--- src/rtl/sync_fifo_pf.sv ---
// Single-clock FIFO with occupancy count, almost-full/almost-empty thresholds,
// sticky overflow/underflow flags and a choice of registered or fall-through read data.
module sync_fifo_pf #(
    parameter int FIFO_WIDTH = 8,
    parameter int FIFO_DEPTH = 16,
    parameter int AF_THRESH  = 14,
    parameter int AE_THRESH  = 2,
    parameter int FWFT       = 0
) (
    input  logic                          clk,
    input  logic                          rst,
    input  logic                          wr_en,
    input  logic [FIFO_WIDTH-1:0]         data_in,
    input  logic                          rd_en,
    output logic [FIFO_WIDTH-1:0]         data_out,
    output logic                          empty,
    output logic                          full,
    output logic                          almost_empty,
    output logic                          almost_full,
    output logic [$clog2(FIFO_DEPTH):0]   count,
    input  logic                          err_clr,
    output logic                          overflow,
    output logic                          underflow
);

    localparam int PTR_W = $clog2(FIFO_DEPTH);
    localparam int CNT_W = PTR_W + 1;

    localparam logic [CNT_W-1:0] FULL_C = CNT_W'(FIFO_DEPTH);
    localparam logic [CNT_W-1:0] AF_C   = CNT_W'(AF_THRESH);
    localparam logic [CNT_W-1:0] AE_C   = CNT_W'(AE_THRESH);

    // Handshake: wr_en/rd_en are requests sampled at every rising edge. A write
    // is taken only when !full and a read only when !empty, judged on the flags
    // as they stand before the edge; a refused request is dropped (never queued)
    // and only leaves its mark on the sticky error flags.

    logic [FIFO_WIDTH-1:0] mem_q [FIFO_DEPTH];

    logic [PTR_W-1:0]      wr_ptr_q, wr_ptr_d;
    logic [PTR_W-1:0]      rd_ptr_q, rd_ptr_d;
    logic [CNT_W-1:0]      count_q,  count_d;
    logic [FIFO_WIDTH-1:0] dout_q,   dout_d;
    logic                  ovf_q,    ovf_d;
    logic                  udf_q,    udf_d;

    logic                  wr_accept;
    logic                  rd_accept;

    always_comb begin
        wr_accept = wr_en && !full;
        rd_accept = rd_en && !empty;

        wr_ptr_d = wr_ptr_q;
        if (wr_accept) begin
            wr_ptr_d = wr_ptr_q + 1'b1;
        end

        rd_ptr_d = rd_ptr_q;
        if (rd_accept) begin
            rd_ptr_d = rd_ptr_q + 1'b1;
        end

        count_d = count_q;
        case ({wr_accept, rd_accept})
            2'b10:   count_d = count_q + 1'b1;
            2'b01:   count_d = count_q - 1'b1;
            default: count_d = count_q;
        endcase

        dout_d = dout_q;
        if (rd_accept) begin
            dout_d = mem_q[rd_ptr_q];
        end

        // A fresh error in the same cycle as err_clr keeps the flag set.
        ovf_d = (ovf_q && !err_clr) || (wr_en && full);
        udf_d = (udf_q && !err_clr) || (rd_en && empty);
    end

    always_ff @(posedge clk) begin
        if (rst) begin
            wr_ptr_q <= '0;
            rd_ptr_q <= '0;
            count_q  <= '0;
            dout_q   <= '0;
            ovf_q    <= 1'b0;
            udf_q    <= 1'b0;
        end else begin
            wr_ptr_q <= wr_ptr_d;
            rd_ptr_q <= rd_ptr_d;
            count_q  <= count_d;
            dout_q   <= dout_d;
            ovf_q    <= ovf_d;
            udf_q    <= udf_d;
        end
    end

    // Storage is not reset; writes are blocked while rst is high.
    always_ff @(posedge clk) begin
        if (!rst && wr_accept) begin
            mem_q[wr_ptr_q] <= data_in;
        end
    end

    assign empty        = (count_q == '0);
    assign full         = (count_q == FULL_C);
    assign almost_empty = (count_q <= AE_C);
    assign almost_full  = (count_q >= AF_C);
    assign count        = count_q;
    assign overflow     = ovf_q;
    assign underflow    = udf_q;

    assign data_out = (FWFT != 0) ? mem_q[rd_ptr_q] : dout_q;

endmodule
--- config.mk ---
export PLATFORM = sky130hd
export DESIGN_NAME = sync_fifo_pf
export DESIGN_NICKNAME = d
export VERILOG_FILES = /design/src/rtl/sync_fifo_pf.sv
export SDC_FILE = /design/constraint.sdc
export NUM_CORES = 1
export LEC_CHECK = 0
export CAP_MARGIN = 20
export CORE_ASPECT_RATIO = 1.2
export CORE_UTILIZATION = 30
export DETAILED_ROUTE_END_ITERATION = 8
export GPL_ROUTABILITY_DRIVEN = 1
export SLEW_MARGIN = 25
export SYNTH_ARGS = -nofsm -noshare
export SYNTH_HDL_FRONTEND = slang
export SYNTH_SLANG_ARGS = --single-unit
--- constraint.sdc ---
create_clock -name clk -period 7.95 [get_ports clk]
set_clock_uncertainty 0.15 [all_clocks]
set_input_delay 1.9875 -clock clk [delete_from_list [all_inputs] [get_ports clk]]
set_output_delay 1.9875 -clock clk [all_outputs]
set_load 0.01 [all_outputs]
**After elaboration in Yosys (flattened, before gate mapping)**

Memories as Yosys holds them, arrays and structs flattened. A register that Yosys moved wholly into a read port is not among the register bits.
Cells that the tools add are included.

- Flip-flop bits (word level): 15
- Word-level logic and storage cells: 33
- Memory bits (read-only): 0
- Memories: 1
- Bits in latches: 0
- Bits in writable memories: 128

Memories:

| name | words | width | rd ports | clocked after Yosys merged registers in | wr ports | line | text |
|---|---|---|---|---|---|---|---|
| mem_q | 16 | 8 | 1 | 1 | 1 | 38 | `logic [FIFO_WIDTH-1:0] mem_q [FIFO_DEPTH];` |

- Shifts and indexed selects: 0
- Bitwise logic cells: 0
- Div/mod/pow operators: 0
- Add/subtract/negate cells: 4
- Equal/unequal tests: 3
- Magnitude comparators: 2
- Multiply operators: 0
- Muxes and demuxes: 3
- Reductions and logical operators: 15

Operators with widths:

| cell | number |
|---|---|
| 5-bit case mux with 2 select lines | 1 |
| 4-bit by 1-bit adder with 4-bit output, second input constant | 2 |
| 1-bit logical AND | 7 |
| 5-bit by 1-bit adder with 5-bit output, second input constant | 1 |
| 5-bit == test, second input constant | 1 |
| 5-bit by 4-bit greater-or-equal comparator with 1-bit output, second input constant | 1 |
| 5-bit by 2-bit less-or-equal comparator with 1-bit output, second input constant | 1 |
| 5-bit zero test | 1 |
| 5-bit by 1-bit subtractor with 5-bit output, second input constant | 1 |
| 1-bit zero test | 4 |
| 2-bit by 1-bit == test with 1-bit output, second input constant | 1 |
| 2-bit == test, second input constant | 1 |
| 1-bit logical OR | 2 |
| 1-bit two-way mux | 2 |
| 2-bit nonzero test | 1 |

**Logic depth before layout (Yosys ltp)**

- Depth in word-level cells: 6
- Depth in mapped cells: 11
- Gate-level depth less buffers: 11

**Least setup slack after synthesis**

OpenSTA, ideal clock, no wires.

- Kind: in2reg
- Start point: in rd_en
- End point: reg count_q[4], in the netlist count[4]
- Stages on the path: 10
- Slack: 3.787 ns
- Arrival: 3.893 ns
- Cell sequence: a21boi_2 clkbuf_8 ha_1 inv_1 fa_1 nor2b_2 o21ai_2 nand3_1 or3b_1 mux2_2

- Longest elaborated chain between the ends: 3

RTL lines:

| item | line | text |
|---|---|---|
| start: declaration | 14 | `input logic rd_en,` |
| 1-bit logical AND * | 52 | `rd_accept = rd_en && !empty;` |
| via rd_accept | 48 | `logic rd_accept;` |
| 2-bit by 1-bit == test with 1-bit output or 2-bit == test (tied branches) | 65 | `case ({wr_accept, rd_accept})` |
| 5-bit case mux with 2 select lines or 2-bit nonzero test (tied branches) | - |  |
| end signal: assignment | 92 | `count_q <= count_d;` |
| end: declaration | 42 | `logic [CNT_W-1:0] count_q, count_d;` |

The timed path passes the listed nets; every way through them passes the cells marked *.
A chain may end at the register's enable or synchronous reset.

**Final worst setup path**

- Start point: in rd_en
- End point: reg count_q[4], in the netlist count[4]

- Longest elaborated chain between the ends: 3

RTL lines:

| item | line |
|---|---|
| 1-bit logical AND * | 52 |
| 2-bit by 1-bit == test with 1-bit output or 2-bit == test (tied branches) | 65 |
| 5-bit case mux with 2 select lines or 2-bit nonzero test (tied branches) | - |

Every way passes the cells marked *; elsewhere a longest branch is shown, timed or not.

==> qor.yml <==
die:
  core_area_um2: 20180
  die_area_um2: 21140
  die-height_um: 159.1
  start_util_pct: 30.56
  num_io_pins: 32
  rows: 57
  die_w_um: 132.9
logic_synthesis:
  synthMostInstantiatedCell: "edfxtp_1"
  ys.flop_type: "edfxtp_1"
  yosys-top-cells-count: "128 x edfxtp_1, 45 x nor2_1, 23 x dfxtp_1, 22 x mux4_2, 18 x mux2i_1"
  synthDistinctLibCells: 46
  synth.avg_cell_area_um2: 17.37
  seq_area_frac_synth_pct: 69.79
  ys_top_cells_by_area: "edfxtp_1 62%, mux4_2 8.0%, dfxtp_1 7.5%"
  yosysTopAreaCellShare_pct: 62.33
  synth-seq-cells: 151
  synth_warnings: 0
  synth_edf_count: 128
  yosysTopAreaCell: "edfxtp_1"
  synth_nets: 378
  synthArstFlopShare_pct: 0
  synthCells: 355
  netlist_area_um2: 6167
global_routing:
  grt_pass1_wl_um: 18570
  first_global_vias: 3257
  grt.total_usage_pct: 11.92
  grt_overflow: 0
  antenna_found_initial: 0
  grt_max_degree: 44
place:
  port_buffers: 31
  place_inst: 636
  dp_hpwl_um: 7783
  place_area_um2: 6641
  routabilityCongestion: 0.7223
power:
  pwr-share-seq_pct: 44.1
  p_int_mw: 1.630
  power_frac_clock_pct: 35.4
  swShare_pct: 25.94
  peakVddDrop_mv: 0.1585
  power.density_nw_per_um2: 304.5
  comb_power_share_pct: 20.5
  p_leak_nw: 2.262
  switching_power_uw: 571.1
clocking:
  h-tree-depth: 4
  clockRootBuffer: "clkbuf_16"
  clk-insertion-delay-late_ps: 430
  path_clk_slew_ps: 60
  cts_tree: "built"
  clock_sinks: 151
  cts_resized: 0
  cts_buffer_depth: 2
  post_cts_buffers: 0
  cts_buffers: 17
  ctsHoldBuffers: 0
cells_and_area:
  finish.utilization_pct: 35.81
  drive_gt1_share_pct: 17.87
  final_cells: 668
  syn_to_final_growth_pct: 17.20
  antenna_cells: 0
  nNetsFinal: 413
  fin_area_um2: 7228
min_path:
  worstHoldStart: "data_out[4]"
  hold_class: "register to register"
  min_to: "data_out[4]"
  whs_path_depth: 2
sta:
  max_freq_mhz: 212.6
  finalCritPeriodShare_pct: 59.17
  slew_headroom_pct: 42.38
  hold_violations: 0
  max_slew.worst_pin.slew_ps: 861.1
  setup_viol: 0
  rsz0062_at_grt: "false"
  drv_slew: 0
  period_minus_slack_ps: 4704
  holdWs_ps: 355.1
  tns_ps: 0
run_status:
  status: "complete, no violations"
setup_path:
  r2r_slack_ps: 4720
  reg2reg_from: "count[1]"
  cp.required_ps: 8100
  path_class: "primary input to register"
  reg2reg_depth: 10
  end_kind: "register"
  r2r-end: "count[4]"
  cp_max_fo: 21
  arrival_ps: 4850
  setup.worst_path.start_class: "primary input"
run:
  cap_viol_max_count: 0
drt:
  drc: 0
  dr.first_iter.drc_count: 245
  via_per_inst: 4.650
  wirelength_um: 11600
  first_pass_iters: 4
  num_vias: 3106
  post_drt_wl_per_cell_um: 17.37
  drtAntennaViolNets: 0
==> kinds of logic (layout without fill, tap and decap cells) <==
logic type	count (synthesis)	in the layout	synth area share [%]
muxes	43	43	11.99
buffers and inverters	26	74	3.550
AOI/OAI and AO/OA	44	44	5.660
xor gates and xnor gates	8	8	1.136
and+or+nand+nor	73	73	5.721
DFF	151	151	69.79
adders and majority gates	10	10	2.151
==> area by class of cell <==
class / instances / area [um2]
clock inverter: 10 / 102.6
multi-input combinational: 178 / 1652
inverter: 9 / 33.78
tap: 265 / 331.6
sequential: 151 / 4309
timing repair buffer: 33 / 325.3
fill: 1854 / 12950
clock buffer: 22 / 474.2
==> routing by layer <==
| metal | part of all wire (%) | track usage, % | wire length, um |
|---|---|---|---|
| met5 | 0 | 0 | 0 |
| met4 | 0.88 | 4.389 | 102 |
| met3 | 3.6 | 3.470 | 412 |
| met2 | 52 | 20.11 | 6074 |
| met1 | 43 | 14.36 | 5011 |
==> power groups by stage <==
stage	registers (mW)	logic, mW	clock network, mW
3_3_place_gp	0.988	0.442	0
3_5_place_dp	0.990	0.454	0
6_report	0.971	0.452	0.779
5_1_grt	0.982	0.496	0.823
2_1_floorplan	0.971	0.320	0
4_1_cts	0.974	0.455	0.791
==> worst max-delay path by stage <==
stage                from  endpoint  slack, ps  depth (start not counted)
finish              rd_en  count[4]       3250                         10
global route        rd_en  count[4]       3100                         10
CTS                 rd_en  count[4]       2950                         10
detailed placement  rd_en  count[4]       2510                         10
global placement    rd_en  count[4]       2620                         10
floorplan           rd_en  count[4]       3790                         10
==> registers in the layout (all words and copies together), names as in the netlist <==
| signal | count |
|---|---|
| count | 5 |
| data_out | 8 |
| mem_q | 128 |
| overflow | 1 |
| rd_ptr_q | 4 |
| underflow | 1 |
| wr_ptr_q | 4 |
==> layout by cell type, fill, tap and decap left out, types with 5 or more instances in the layout <==
| cell | Yosys | final |
|---|---|---|
| mux4_2 | 22 | 22 |
| edfxtp_1 | 128 | 128 |
| nand2_1 | 8 | 8 |
| inv_1 | 9 | 9 |
| ha_1 | 9 | 9 |
| a311oi_1 | 5 | 5 |
| mux2i_1 | 18 | 18 |
| clkdlybuf4s50_1 | 0 | 31 |
| xor2_1 | 5 | 5 |
| a21oi_1 | 11 | 11 |
| a22oi_1 | 10 | 10 |
| nor2_1 | 45 | 45 |
| dfxtp_1 | 23 | 21 |
| clkbuf_16 | 0 | 17 |
==> worst max-delay path, stage by stage <==
cell             delay [ps]
clkdlybuf4s50_1         490
a21boi_4                580
ha_1                    360
inv_1                   100
fa_1                    410
nor2b_2                 160
o21ai_2                  70
nand3_1                  80
or3b_1                  350
mux2_2                  270
==> per-stage QoR <==
stage / power, mW / setup slack [ps]
after floorplan: 1.292 / 3787
after global placement: 1.430 / 2621
after detailed placement: 1.444 / 2512
after CTS: 2.219 / 2949
after global routing: 2.301 / 3102
final: 2.201 / 3246
Note: power is estimated with default switching activity, not from simulation.
